`src/rtl/connect4_pkg.sv`:
```
// rtl/connect4_pkg.sv - shared piece encodings, controller states and scan length
//
// Contents:
//   PIECE_EMPTY/PIECE_BLUE/PIECE_RED  2-bit piece / player / verdict encodings
//   ctrl_state_t                      win_check_controller state enum
//   SCAN_CYCLES_DEFAULT               226 pieces + 2 cycles recognizer pipeline
package connect4_pkg;

  localparam logic [1:0] PIECE_EMPTY = 2'b00;
  localparam logic [1:0] PIECE_BLUE  = 2'b01;
  localparam logic [1:0] PIECE_RED   = 2'b10;

  localparam int SCAN_CYCLES_DEFAULT = 228;

  typedef enum logic [2:0] {
    ST_IDLE   = 3'd0,
    ST_SCAN   = 3'd1,
    ST_CHECK  = 3'd2,
    ST_RESULT = 3'd3,
    ST_OVER   = 3'd4
  } ctrl_state_t;

endpackage

```
`src/rtl/scan_timer.sv`:
```
// rtl/scan_timer.sv - loadable down-counter that saturates at zero
//
// Ports:
//   clock       in   system clock
//   reset       in   synchronous, active-high; clears the count
//   load        in   load load_value (has priority over en)
//   load_value  in   WIDTH  value to load
//   en          in   decrement by one while nonzero
//   zero        out  count is zero
module scan_timer #(
  parameter int WIDTH = 8
) (
  input  logic             clock,
  input  logic             reset,
  input  logic             load,
  input  logic [WIDTH-1:0] load_value,
  input  logic             en,
  output logic             zero
);

  logic [WIDTH-1:0] count;

  // Stops at zero instead of wrapping, so a stray en after expiry is harmless.
  always_ff @(posedge clock) begin
    if (reset) begin
      count <= '0;
    end else if (load) begin
      count <= load_value;
    end else if (en && (count != '0)) begin
      count <= count - 1'b1;
    end
  end

  assign zero = (count == '0);

endmodule

```
`src/rtl/win_check_controller.sv`:
```
// rtl/win_check_controller.sv - runs one recognizer scan per move and resolves win/draw/turn
//
// Optional feature macro: WIN_CHECK_EARLY_EXIT_EN (a nonzero verdict during SCAN
// ends the scan on the next edge). Undefined: every scan runs SCAN_CYCLES cycles.
//
// Ports:
//   clock           in   system clock
//   reset           in   synchronous, active-high
//   move_done       in   one-cycle pulse, a piece was placed (honoured in IDLE only)
//   board_full      in   no empty cells remain (used in RESULT only)
//   recog_out       in   2  recognizer verdict: 00 none, 01 blue, 10 red, 11 treated as 00
//   recog_enable    out  recognizer enable; low reloads shifter and clears recognizer
//   busy            out  high in SCAN, CHECK, RESULT
//   done            out  one-cycle pulse when the move's verdict is final
//   winner          out  2  registered winner
//   draw            out  registered draw flag
//   current_player  out  2  player to move (01 blue, 10 red)
//   game_over       out  sticky until reset
module win_check_controller
  import connect4_pkg::*;
#(
  parameter int SCAN_CYCLES = SCAN_CYCLES_DEFAULT
) (
  input  logic       clock,
  input  logic       reset,
  input  logic       move_done,
  input  logic       board_full,
  input  logic [1:0] recog_out,
  output logic       recog_enable,
  output logic       busy,
  output logic       done,
  output logic [1:0] winner,
  output logic       draw,
  output logic [1:0] current_player,
  output logic       game_over
);

  localparam int CW = $clog2(SCAN_CYCLES);
  localparam logic [CW-1:0] LOAD_VALUE = CW'(SCAN_CYCLES - 1);

  ctrl_state_t state, state_next;
  logic [1:0]  verdict;
  logic [1:0]  recog_clean;
  logic        timer_load;
  logic        timer_zero;

  // 11 is not a legal verdict; fold it into "no winner" everywhere.
  assign recog_clean = (recog_out == 2'b11) ? PIECE_EMPTY : recog_out;

  scan_timer #(
    .WIDTH(CW)
  ) u_scan_timer (
    .clock     (clock),
    .reset     (reset),
    .load      (timer_load),
    .load_value(LOAD_VALUE),
    .en        (state == ST_SCAN),
    .zero      (timer_zero)
  );

  always_ff @(posedge clock) begin
    if (reset) begin
      state <= ST_IDLE;
    end else begin
      state <= state_next;
    end
  end

  always_comb begin
    state_next = state;
    case (state)
      ST_IDLE: begin
        if (move_done) state_next = ST_SCAN;
      end
      ST_SCAN: begin
        if (timer_zero) state_next = ST_CHECK;
`ifdef WIN_CHECK_EARLY_EXIT_EN
        if (recog_clean != PIECE_EMPTY) state_next = ST_CHECK;
`endif
      end
      ST_CHECK: begin
        state_next = ST_RESULT;
      end
      ST_RESULT: begin
        if ((verdict != PIECE_EMPTY) || board_full) state_next = ST_OVER;
        else state_next = ST_IDLE;
      end
      ST_OVER: begin
        state_next = ST_OVER;
      end
      default: begin
        state_next = ST_IDLE;
      end
    endcase
  end

  // Enable drops in CHECK, so the recognizer clears on the edge after the
  // verdict is captured; CHECK+RESULT guarantee a two-cycle enable gap.
  always_comb begin
    recog_enable = (state == ST_SCAN);
    busy         = (state == ST_SCAN) || (state == ST_CHECK) || (state == ST_RESULT);
    done         = (state == ST_RESULT);
    timer_load   = (state == ST_IDLE) && move_done;
  end

  always_ff @(posedge clock) begin
    if (reset) begin
      verdict        <= PIECE_EMPTY;
      winner         <= PIECE_EMPTY;
      draw           <= 1'b0;
      current_player <= PIECE_BLUE;
      game_over      <= 1'b0;
    end else begin
      if (state == ST_CHECK) begin
        verdict <= recog_clean;
      end
      if (state == ST_RESULT) begin
        if (verdict != PIECE_EMPTY) begin
          winner    <= verdict;
          game_over <= 1'b1;
        end else if (board_full) begin
          draw      <= 1'b1;
          game_over <= 1'b1;
        end else begin
          current_player <= (current_player == PIECE_BLUE) ? PIECE_RED : PIECE_BLUE;
        end
      end
    end
  end

endmodule

```
`config.mk`:
```
export PLATFORM = sky130hd
export DESIGN_NAME = win_check_controller
export DESIGN_NICKNAME = d
export VERILOG_FILES = /design/src/rtl/connect4_pkg.sv /design/src/rtl/scan_timer.sv /design/src/rtl/win_check_controller.sv
export SDC_FILE = /design/constraint.sdc
export NUM_CORES = 1
export LEC_CHECK = 0
export ABC_AREA = 1
export CAP_MARGIN = 20
export CORE_MARGIN = 1
export CORE_UTILIZATION = 55
export CTS_CLUSTER_SIZE = 16
export DETAILED_ROUTE_END_ITERATION = 10
export PLACE_DENSITY = 0.82
export SKIP_LAST_GASP = 1
export SLEW_MARGIN = 10
export SYNTH_ARGS = -nofsm -noshare
export SYNTH_HDL_FRONTEND = slang
export SYNTH_SLANG_ARGS = --single-unit
```
`constraint.sdc`:
```
create_clock -name clock -period 3.5 [get_ports clock]
set_clock_uncertainty 0.2 [all_clocks]
set_input_delay 0.7 -clock clock [delete_from_list [all_inputs] [get_ports clock]]
set_output_delay 0.7 -clock clock [all_outputs]
set_load 0.01 [all_outputs]
```
==> metrics.md <==
| Metric | Value |
|---|---|
| Area share of the largest cell type after synthesis | between 40 and 50% |
| Row Count | 14 |
| Dpl hpwl | between 1000 and 1500 um |
| Syn Std Cell Area | between 900 and 1000 sq um |
| Initial antenna violation count | 0 |
| Average vias per placed instance | around 5.4 |
| Post-synthesis mux area share | 0% |
| Met2 Usage GRT | 38.2% |
| Final Max Tran Viols | 0 |
| Routed Antenna Nets | 0 |
| Cell mode on critical path | inv_1 |
| Reg clk slew, reported paths | ~0.10 ns |
| Crit path required time | 2.60 ns |
| Wirelength, routed | about 1900 um |
| Post-synthesis sequential area ratio | roughly 41% |
| First-pass iteration count of the detailed router | 4 |
| Fin crit period | about 2.5 ns |
| Clock tree sinks | 19 |
| Starting Density | 60.5% |
| Setup CP Type | register to output pin |
| RSZ-0062 raised after global routing | no |
| Main combinational cell family by area after synthesis | simple AND/OR/NAND/NOR gates |
| Total number of vias | roughly 920 |
| Met3 Use GR | 4.68% |
| Worst Setup End Kind | output pin |
| Netlist cell types | 20 |
| Hold Crit Class | register to register |
| Maximum clock rate | between 0.3 and 0.4 GHz |
| Ant diodes | 0 |
| Leak Pwr | ~0.49 nW |
| Inst Count DP | 167 |
| Insertion delay to the later sink of the worst-skew pair | 0.29 ns |
| Slew margin rel. | 75.0% |
| Die X | roughly 43 um |
| Crit-path slowest cell | clkdlybuf4s50_1 |
| Critical-path cell list | inv_1 -> nand3_2 -> inv_1 -> clkdlybuf4s50_1 |
| Core ar. | roughly 1500 sq um |
| Post-synthesis xor/xnor area fraction | less than 1% |
| Final Hold Vio Count | 0 |
| Clock root cell | clkbuf_4 |
| Post-CTS sizing | 0 |
| Synth Area in Compound Gates | a little under an eighth |
| CTS buffer count | 3 |
| Simple-Gate Fraction of Synth Area | about a third |
| Final Power | between 500 and 600 uW |
| Net count, final | 163 |
| Met1 GRT Util | a little under 30% |
| Syn Inst Count | approximately 140 |
| Avg WL per Cell | roughly 11 um |
| CP max FO | 6 |
| Post-Route Setup TNS | 0 ns |
| Number of global-route vias before repair | 802 |
| CTS tree | done |
| Area growth from synthesis to layout | 18.1% |
| Syn Nets | 146 |
| Cell taking the most area after synthesis | dfxtp_1 |
| Die height | 43.2 um |
| Global-route layer with the greatest usage | met2 |
| # DRC | 0 |
| Gpl congestion | between 0.7 and 0.8 |
| Buffers on Ports | 14 |
| Layout cells sized above 1 | a little over 5% |
| Peak supply drop | 0.336 mV |
| Largest net degree at the start of global routing | 12 |
| Number of hold buffers added after CTS | 0 |
| CTS max path bufs | 2 |
| Yosys reg bits | 19 |
| Final Non-Filler Cells | 171 |
| Synth top area cells | dfxtp_1, nand2_1, inv_1, nor2_1, a21oi_1 |
| Critical Path AT | 1.62 ns |
| Post-CTS Setup Bufs | 0 |
| DRT iter0 DRCs | 31 |
| Fillers | about 140 |
| Crit path largest cell delay | 0.57 ns |
| I/O pins | 15 |
| # Max-Cap Violations | 0 |
| Multi-input gate area | about 450 sq um |
| Worst-Margin Slew | between 0.3 and 0.4 ns |
| Grt total ovfl | 0 |
| Run status | finished clean |
| Tcrit/Tclk final | about 70% |
| First-pass GRT wire length | roughly 3300 um |
| Synth Area in Adders | under 10% |
| Pwr Density | around 490 nW/um^2 |
| Synthesis warning total | 0 |
| Syn Area/Cell | about 6.7 sq um |
| Die area | about 1900 sq um |
| H-tree depth | 1 |
| Critical path startpoint category | register |
| GRT Overall Usage | a little under a quarter |
| Register area | 380 sq um |
| Setup violators final | 0 |
[kinds of logic (layout without fill, tap and decap cells)]
kind of cell / Yosys count / after routing
DFF: 19 / 19
xor gates and xnor gates: 1 / 1
and+or+nand+nor: 73 / 73
adders and majority gates: 1 / 1
buffers and inverters: 25 / 41
AOI/OAI and AO/OA: 20 / 20
[sequential cells by signal, indices dropped and copies added, names as in the netlist]
register            cells
current_player          2
draw                    1
game_over               1
state                   3
u_scan_timer.count      8
verdict                 2
winner                  2
[layout make-up]
type,count,share of cell area [%]
Tap cell,16,1.82
Clock buffer,3,2.05
Sequential cell,19,34.5
Clock inverter,1,0.455
Multi-Input combinational cell,95,40.6
Timing Repair Buffer,14,12.7
Inverter,23,7.84
[synth_stat cells, drive strengths merged]
master	instances
nand2	31
inv	22
nor2	21
dfxtp	19
a21oi	14
nand3	14
o21ai	5
nand4	3
nor3	3
buf	2
a31oi	1
clkinv	1
ha	1
nor4	1
xnor2	1
[worst max-delay path, delay by kind of cell (launching register included)]
family / cells / cell delay (ns)
buffers and inverters: 3 / 0.86
flip-flops: 1 / 0.36
AND/OR/NAND/NOR: 1 / 0.12
[worst paths after layout]
| path | from | end | slack (ns) | cells past startpoint |
|---|---|---|---|---|
| max | state[2] | recog_enable | 0.98 | 4 |
| min | game_over | game_over | 0.26 | 2 |
| max reg2reg | u_scan_timer.count[0] | u_scan_timer.count[0] | 1.80 | 7 |
| min reg2reg | game_over | game_over | 0.26 | 2 |
[power by group]
part | internal [mW] | switching (mW) | leakage (nW)
Clock | 0.0424 | 0.0629 | 0.0177
Sequential | 0.237 | 0.0204 | 0.155
Combinational | 0.0662 | 0.108 | 0.316
Total | 0.345 | 0.191 | 0.489
[metal layers]
layer	part of all wire [%]	vias to the layer above
li1	-	478
met1	45	420
met2	50	23
met3	3.7	2
met4	0.73	0
met5	0	-
[metrics by stage]
stage / utilization (%) / setup slack (ns) / hold WS [ns] / instance area (sq um)
6_report: 71.4 / 0.984 / 0.263 / 1100
5_1_grt: 71.4 / 0.892 / 0.294 / 1100
4_1_cts: 71.4 / 0.971 / 0.264 / 1100
3_5_place_dp: 69.6 / 1.28 / 0.245 / 1070
3_3_place_gp: 69.6 / 1.32 / 0.248 / 1070
2_1_floorplan: - / 1.88 / 0.252 / 932
[cell usage in the layout, fill, tap and decap left out, types with 3 or more instances in the layout]
cell type        netlist  routed
a21oi_1               14      14
clkbuf_4               0       3
clkdlybuf4s50_1        0      14
dfxtp_1               19      19
inv_1                 22      22
nand2_1               31      31
nand3_1               13      13
nand4_1                3       3
nor2_1                19      19
nor3_1                 3       3
o21ai_0                4       4
Note: power is estimated with default switching activity, not from simulation.
